[src/rtl/riscv_pkg.sv]
// Shared RV32 core types and constants.
// Fetch-to-decode bundle and reset vector.
package riscv_pkg;

  localparam int XLEN = 32;
  localparam int ILEN = 32;

  localparam logic [XLEN-1:0] RESET_VECTOR = 32'h0000_0000;

  typedef struct packed {
    logic [ILEN-1:0] instr;
    logic [XLEN-1:0] pc;
  } instr_pc_t;

endpackage

[src/rtl/fetch_fifo.sv]
// Small synchronous FIFO with flush.
// Used for prefetch data and in-flight pc tags.
module fetch_fifo #(
  parameter int DEPTH = 2,
  parameter int WIDTH = 32
) (
  input  logic                       clk,
  input  logic                       reset,
  input  logic                       flush_i,
  input  logic                       push_i,
  input  logic [WIDTH-1:0]           data_i,
  input  logic                       pop_i,
  output logic [WIDTH-1:0]           data_o,
  output logic [$clog2(DEPTH):0]     count_o,
  output logic                       full_o,
  output logic                       empty_o
);

  localparam int AW = $clog2(DEPTH);
  localparam int CW = AW + 1;

  logic [WIDTH-1:0] mem_q [DEPTH];
  logic [AW-1:0]    wr_q, rd_q;
  logic [CW-1:0]    cnt_q;
  logic             do_push, do_pop;

  assign full_o  = (cnt_q == CW'(DEPTH));
  assign empty_o = (cnt_q == '0);
  assign count_o = cnt_q;
  assign data_o  = mem_q[rd_q];

  // A full FIFO still takes a push when the head leaves this cycle.
  assign do_push = push_i & (~full_o | pop_i);
  assign do_pop  = pop_i & ~empty_o;

  // Pointer and occupancy update; flush empties like reset.
  always_ff @(posedge clk) begin
    if (reset || flush_i) begin
      wr_q  <= '0;
      rd_q  <= '0;
      cnt_q <= '0;
    end else begin
      if (do_push) wr_q <= wr_q + 1'b1;
      if (do_pop)  rd_q <= rd_q + 1'b1;
      cnt_q <= cnt_q + CW'(do_push) - CW'(do_pop);
    end
  end

  // Storage write; contents are don't-care while empty.
  always_ff @(posedge clk) begin
    if (do_push && !reset && !flush_i) mem_q[wr_q] <= data_i;
  end

endmodule

[src/rtl/instr_fetch_unit.sv]
// RV32 fetch front end: PC, credit-based
// imem requests, prefetch FIFO, redirects.
module instr_fetch_unit
  import riscv_pkg::*;
#(
  parameter logic [XLEN-1:0] RESET_PC   = RESET_VECTOR,
  parameter int              FIFO_DEPTH = 2
) (
  input  logic            clk,
  input  logic            reset,
  output logic            imem_req,
  output logic [XLEN-1:0] imem_addr,
  input  logic            imem_gnt,
  input  logic            imem_rvalid,
  input  logic [ILEN-1:0] imem_rdata,
  input  logic            redirect_valid,
  input  logic [XLEN-1:0] redirect_pc,
  output logic            instr_valid,
  input  logic            instr_ready,
  output logic [ILEN-1:0] instr,
  output logic [XLEN-1:0] instr_pc
);

  localparam int CW = $clog2(FIFO_DEPTH) + 1;

  logic [XLEN-1:0] pc_q, pc_d;
  logic [CW-1:0]   drop_q, drop_d;

  logic [CW-1:0]   d_cnt, t_cnt;
  logic            d_full, d_empty;
  logic            t_full, t_empty;
  logic [CW:0]     used;
  logic            xfer;
  logic            keep;
  logic            d_push, d_pop;
  logic [XLEN-1:0] tag_pc;
  instr_pc_t       d_in, d_head;
  logic            unused_bits;

  assign unused_bits = ^{redirect_pc[1:0], t_empty};

  // Buffered plus in-flight words bound the credit.
  assign used = {1'b0, d_cnt} + {1'b0, t_cnt};

  assign imem_req  = ~reset & ~d_full & ~t_full
                   & (used < (CW+1)'(FIFO_DEPTH));
  assign imem_addr = pc_q;
  assign xfer      = imem_req & imem_gnt;

  assign keep   = imem_rvalid & (drop_q == '0);
  assign d_push = keep & ~redirect_valid;
  assign d_pop  = instr_valid & instr_ready
                & ~redirect_valid;

  assign d_in.instr = imem_rdata;
  assign d_in.pc    = tag_pc;

  fetch_fifo #(
    .DEPTH (FIFO_DEPTH),
    .WIDTH (XLEN)
  ) u_tag_q (
    .clk     (clk),
    .reset   (reset),
    .flush_i (1'b0),
    .push_i  (xfer),
    .data_i  (pc_q),
    .pop_i   (imem_rvalid),
    .data_o  (tag_pc),
    .count_o (t_cnt),
    .full_o  (t_full),
    .empty_o (t_empty)
  );

  fetch_fifo #(
    .DEPTH (FIFO_DEPTH),
    .WIDTH ($bits(instr_pc_t))
  ) u_data_q (
    .clk     (clk),
    .reset   (reset),
    .flush_i (redirect_valid),
    .push_i  (d_push),
    .data_i  (d_in),
    .pop_i   (d_pop),
    .data_o  (d_head),
    .count_o (d_cnt),
    .full_o  (d_full),
    .empty_o (d_empty)
  );

  assign instr_valid = ~reset & ~d_empty;
  assign instr       = instr_valid ? d_head.instr : '0;
  assign instr_pc    = instr_valid ? d_head.pc : '0;

  // Next PC and drop count; a redirect overrides everything.
  always_comb begin
    pc_d   = pc_q;
    drop_d = drop_q;
    if (redirect_valid) begin
      pc_d   = {redirect_pc[XLEN-1:2], 2'b00};
      drop_d = t_cnt + CW'(xfer) - CW'(imem_rvalid);
    end else begin
      if (xfer) pc_d = pc_q + 32'd4;
      if (imem_rvalid && drop_q != '0)
        drop_d = drop_q - 1'b1;
    end
  end

  // PC and drop counter registers.
  always_ff @(posedge clk) begin
    if (reset) begin
      pc_q   <= RESET_PC;
      drop_q <= '0;
    end else begin
      pc_q   <= pc_d;
      drop_q <= drop_d;
    end
  end

endmodule

[config.mk]
export PLATFORM = sky130hd
export DESIGN_NAME = instr_fetch_unit
export DESIGN_NICKNAME = d
export VERILOG_FILES = /design/src/rtl/riscv_pkg.sv /design/src/rtl/fetch_fifo.sv /design/src/rtl/instr_fetch_unit.sv
export SDC_FILE = /design/constraint.sdc
export NUM_CORES = 1
export LEC_CHECK = 0
export BUFFER_PORTS_ARGS = -buffer_cell sky130_fd_sc_hd__clkbuf_2
export CAP_MARGIN = 20
export CORE_MARGIN = 4
export CORE_UTILIZATION = 40
export DETAILED_ROUTE_END_ITERATION = 8
export SYNTH_ARGS = -nofsm -noshare
export SYNTH_HDL_FRONTEND = slang
export SYNTH_SLANG_ARGS = --single-unit
[constraint.sdc]
create_clock -name clk -period 11.2 [get_ports clk]
set_input_delay 1.12 -clock clk [delete_from_list [all_inputs] [get_ports clk]]
set_output_delay 1.12 -clock clk [all_outputs]
set_load 0.05 [all_outputs]
==> metrics.csv <==
stage;metric;value;unit
clock_tree;Clk Latency, worst-skew pair;0.51;ns
finish;# fillers;2008;
setup_path;largest fanout on the critical path;63;
global_route;GR Util All Layers;15.3;%
timing;max_slew headroom;29.4;%
die;die area;25500;µm²
detailed_routing;vias per std cell;5.08;
detailed_routing;starting DRC count in detailed routing;320;
global_route;largest net degree at the start of global routing;64;
placement;I/O Buffers;161;
logic_synthesis;Synth area leader;edfxtp_1;
global_route;total gr overflow;0;
setup_path;critical path buffer and inverter count;4;
logic_synthesis;FF+latch count, synth;226;
finish;footprint of the multi-input gates;2670;µm²
detailed_routing;final wirelength;20.2;mm
logic_synthesis;post-synthesis sequential area ratio;69.1;%
setup_path;Slowest-stage cell, CP;clkbuf_2;
timing;unrepaired setup endpoints after global routing;no;
global_route;GR peak layer;met2;
clock_tree;post_cts resized;0;
power_and_ir_drop;pwr dens;183;nW/µm²
finish;nets;897;
logic_synthesis;top cells by area, synth;edfxtp_1 (60%), dfxtp_1 (9.1%), mux2i_1 (6.7%);
timing;Setup Viol. Count Final;0;
logic_synthesis;distinct cell type count after synthesis;45;
global_route;met2 usage;25.0;%
placement;gpl congestion;0.790;
clock_tree;CTS tree;yes;
power_and_ir_drop;worst IR drop on VDD;0.000100;V
logic_synthesis;Synth Flop Type;edfxtp_1;
die;FP Rows;55;
logic_synthesis;Avg Inst Size Synth;14.0;µm²
detailed_routing;antenna viol nets, final;0;
detailed_routing;Detailed Routing Iterations Pass 1;5;
global_route;vias in the first global route;5545;
die;Die Width;160;µm
logic_synthesis;Mapped Cells;656;
power_and_ir_drop;Leak;0.00393;µW
finish;area growth from synthesis to layout;19.9;%
timing;Max Clk Rate;229;MHz
global_route;GR Util met1;21.3;%
clock_tree;number of buffers created by CTS;25;
timing;final slew viol count;0;
setup_path;crit end category;output port;
finish;commonest non-fill, non-tap cell in the layout;edfxtp_1;
clock_tree;Post-CTS Setup Bufs;0;
clock_tree;H-tree lvl count;1;
setup_path;CP max stage delay;0.62;ns
die;Core Box Area;22600;µm²
clock_tree;clock root cell;clkbuf_16;
detailed_routing;DR vias;5681;
timing;Tcrit/Tclk final;39.0;%
setup_path;crit path cell chain;clkbuf_2, inv_1, o21ai_4, buf_4, nor2_1, clkbuf_2;
setup_path;Crit Path Category;input port to output port;
logic_synthesis;ys async rst share;0;%
die;I/O Pins;168;
logic_synthesis;YS warnings;0;
die;chip height;160;µm
finish;# diodes;0;
finish;Post-Layout Inst Area;11000;µm²
global_route;met3 GRT Util;2.81;%
setup_path;Worst EP required;10.08;ns
clock_tree;Reg clk slew, reported paths;0.06;ns
flow_run;max_cap viols;0;
power_and_ir_drop;Tot Pwr;2020;µW
min_path;worst min path class;register to register;
placement;placed cell areas;10300;µm²
finish;register area;6370;µm²
placement;post-DP HPWL;13.2;mm
detailed_routing;residual DRC count;0;
timing;worst slew pin tran;1.06;ns
setup_path;worst endpoint data arrival time;3.25;ns
detailed_routing;Wirelength per Cell;18.1;µm
logic_synthesis;number of synthesized flops with an enable pin;184;
logic_synthesis;area share of the largest cell type after synthesis;60.0;%
finish;share of cells above drive strength 1;29.4;%
timing;worst setup skew after layout;0.00630;ns
setup_path;Top Family by Delay on Critical Path;buffers and inverters;
global_route;first-pass GRT wire length;31.3;mm
finish;most frequent cells in the layout;edfxtp_1 (184), clkbuf_2 (161), nor2_1 (100), mux2i_1 (62), dfxtp_1 (41);
setup_path;Critical Path Source Type;input port;
die;Initial Util;40.7;%
global_route;initial antenna violation count;0;
timing;setup_tns;0;ns
clock_tree;cts hold-fix bufs;0;
clock_tree;Clock Path Buffers;3;
timing;Final Hold Fails;0;
setup_path;most used cell, CP;clkbuf_2;
status;outcome;finished clean;
logic_synthesis;Synth Cell Area;9210;µm²
timing;shortest period the worst path allows;4.37;ns
clock_tree;clock sink count;226;
## report_power, final
part,leakage [µW],switching [µW],total [µW],internal [µW]
registers,0.00203,28.9,1010,980
logic,0.00155,177,277,99.2
clock network,0.000351,310,738,427
## worst min-delay path: cells and delay by family (launching register included)
family	cells	cell delay [ns]
DFF	1	0.32
xor gates and xnor gates	1	0.08
and+or+nand+nor	1	0.07
## flip-flops by register name, indices dropped and copies added (netlist names), named ones only
name and count:
u_data_q.mem_q 124, u_tag_q.mem_q 60, imem_addr 30, drop_q 2
u_data_q.count_o 2, u_tag_q.count_o 2, u_data_q.rd_q 1, u_data_q.wr_q 1
u_tag_q.rd_q 1, u_tag_q.wr_q 1
## cells in the mapped netlist, types with 2 or more instances
cell type,number
inv_1,12
nand2_1,25
xor2_1,14
clkbuf_1,24
buf_1,6
nor2_1,103
o21ai_0,8
xnor2_1,23
nand3_1,10
edfxtp_1,184
mux2i_1,62
ha_1,7
nor4_1,5
and4_1,3
nand4_1,19
mux2_2,31
buf_4,4
a211oi_1,19
nor3_1,12
nand2b_1,2
a311oi_1,2
or3_1,3
and2_1,2
a21oi_1,10
and3_1,4
nor2b_1,2
dfxtp_1,42
## layout make-up
cell class | count | area share (%)
timing repair buffer | 169 | 7.84
clock buffer | 27 | 5.73
inverter | 13 | 0.442
multi-input combinational | 384 | 24.2
clock inverter | 14 | 0.906
tap | 285 | 3.23
sequential | 226 | 57.7
## kinds of logic after synthesis
| kind of cell | synth area share [%] |
|---|---|
| other cells | 0.0407 |
| mux | 10.5 |
| xor+xnor | 3.52 |
| simple gates | 10.1 |
| compound gates | 3.29 |
| flops | 69.1 |
| fa+ha+maj | 1.17 |
| buf+inv | 2.26 |
## layer usage
metal / part of all wire, % / wire length [µm] / up-vias
li1: - / - / 2734
met1: 46 / 9200 / 2730
met2: 46 / 9350 / 192
met3: 6.1 / 1230 / 25
met4: 2.0 / 394 / 0
met5: 0 / 0 / -
## worst paths after layout
| check | endpoint | start | cells after the start | slack, ns |
|---|---|---|---|---|
| setup / recovery | instr_pc[25] | reset | 6 | 6.83 |
| hold / removal | register | u_tag_q.rd_q$_SDFFE_PP0P_ | 2 | 0.51 |
| setup reg to reg | drop_q[1]$_SDFFE_PP0P_ | u_data_q.count_o[0]$_SDFF_PP0_ | 12 | 7.55 |
| hold reg to reg | register | u_tag_q.rd_q$_SDFFE_PP0P_ | 2 | 0.51 |
## stage by stage
| stage | hold WS (ns) | setup WS (ns) | util, % | instances |
|---|---|---|---|---|
| 2_1_floorplan | 0.481 | 6.26 | - | 659 |
| 3_3_place_gp | 0.496 | 6.78 | 45.5 | 1077 |
| 3_5_place_dp | 0.499 | 6.75 | 45.5 | 1077 |
| 4_1_cts | 0.514 | 6.77 | 48.8 | 1118 |
| 5_1_grt | 0.536 | 6.61 | 48.8 | 1118 |
| 6_report | 0.508 | 6.83 | 48.8 | 1118 |
Note: power is estimated with default switching activity, not from simulation.
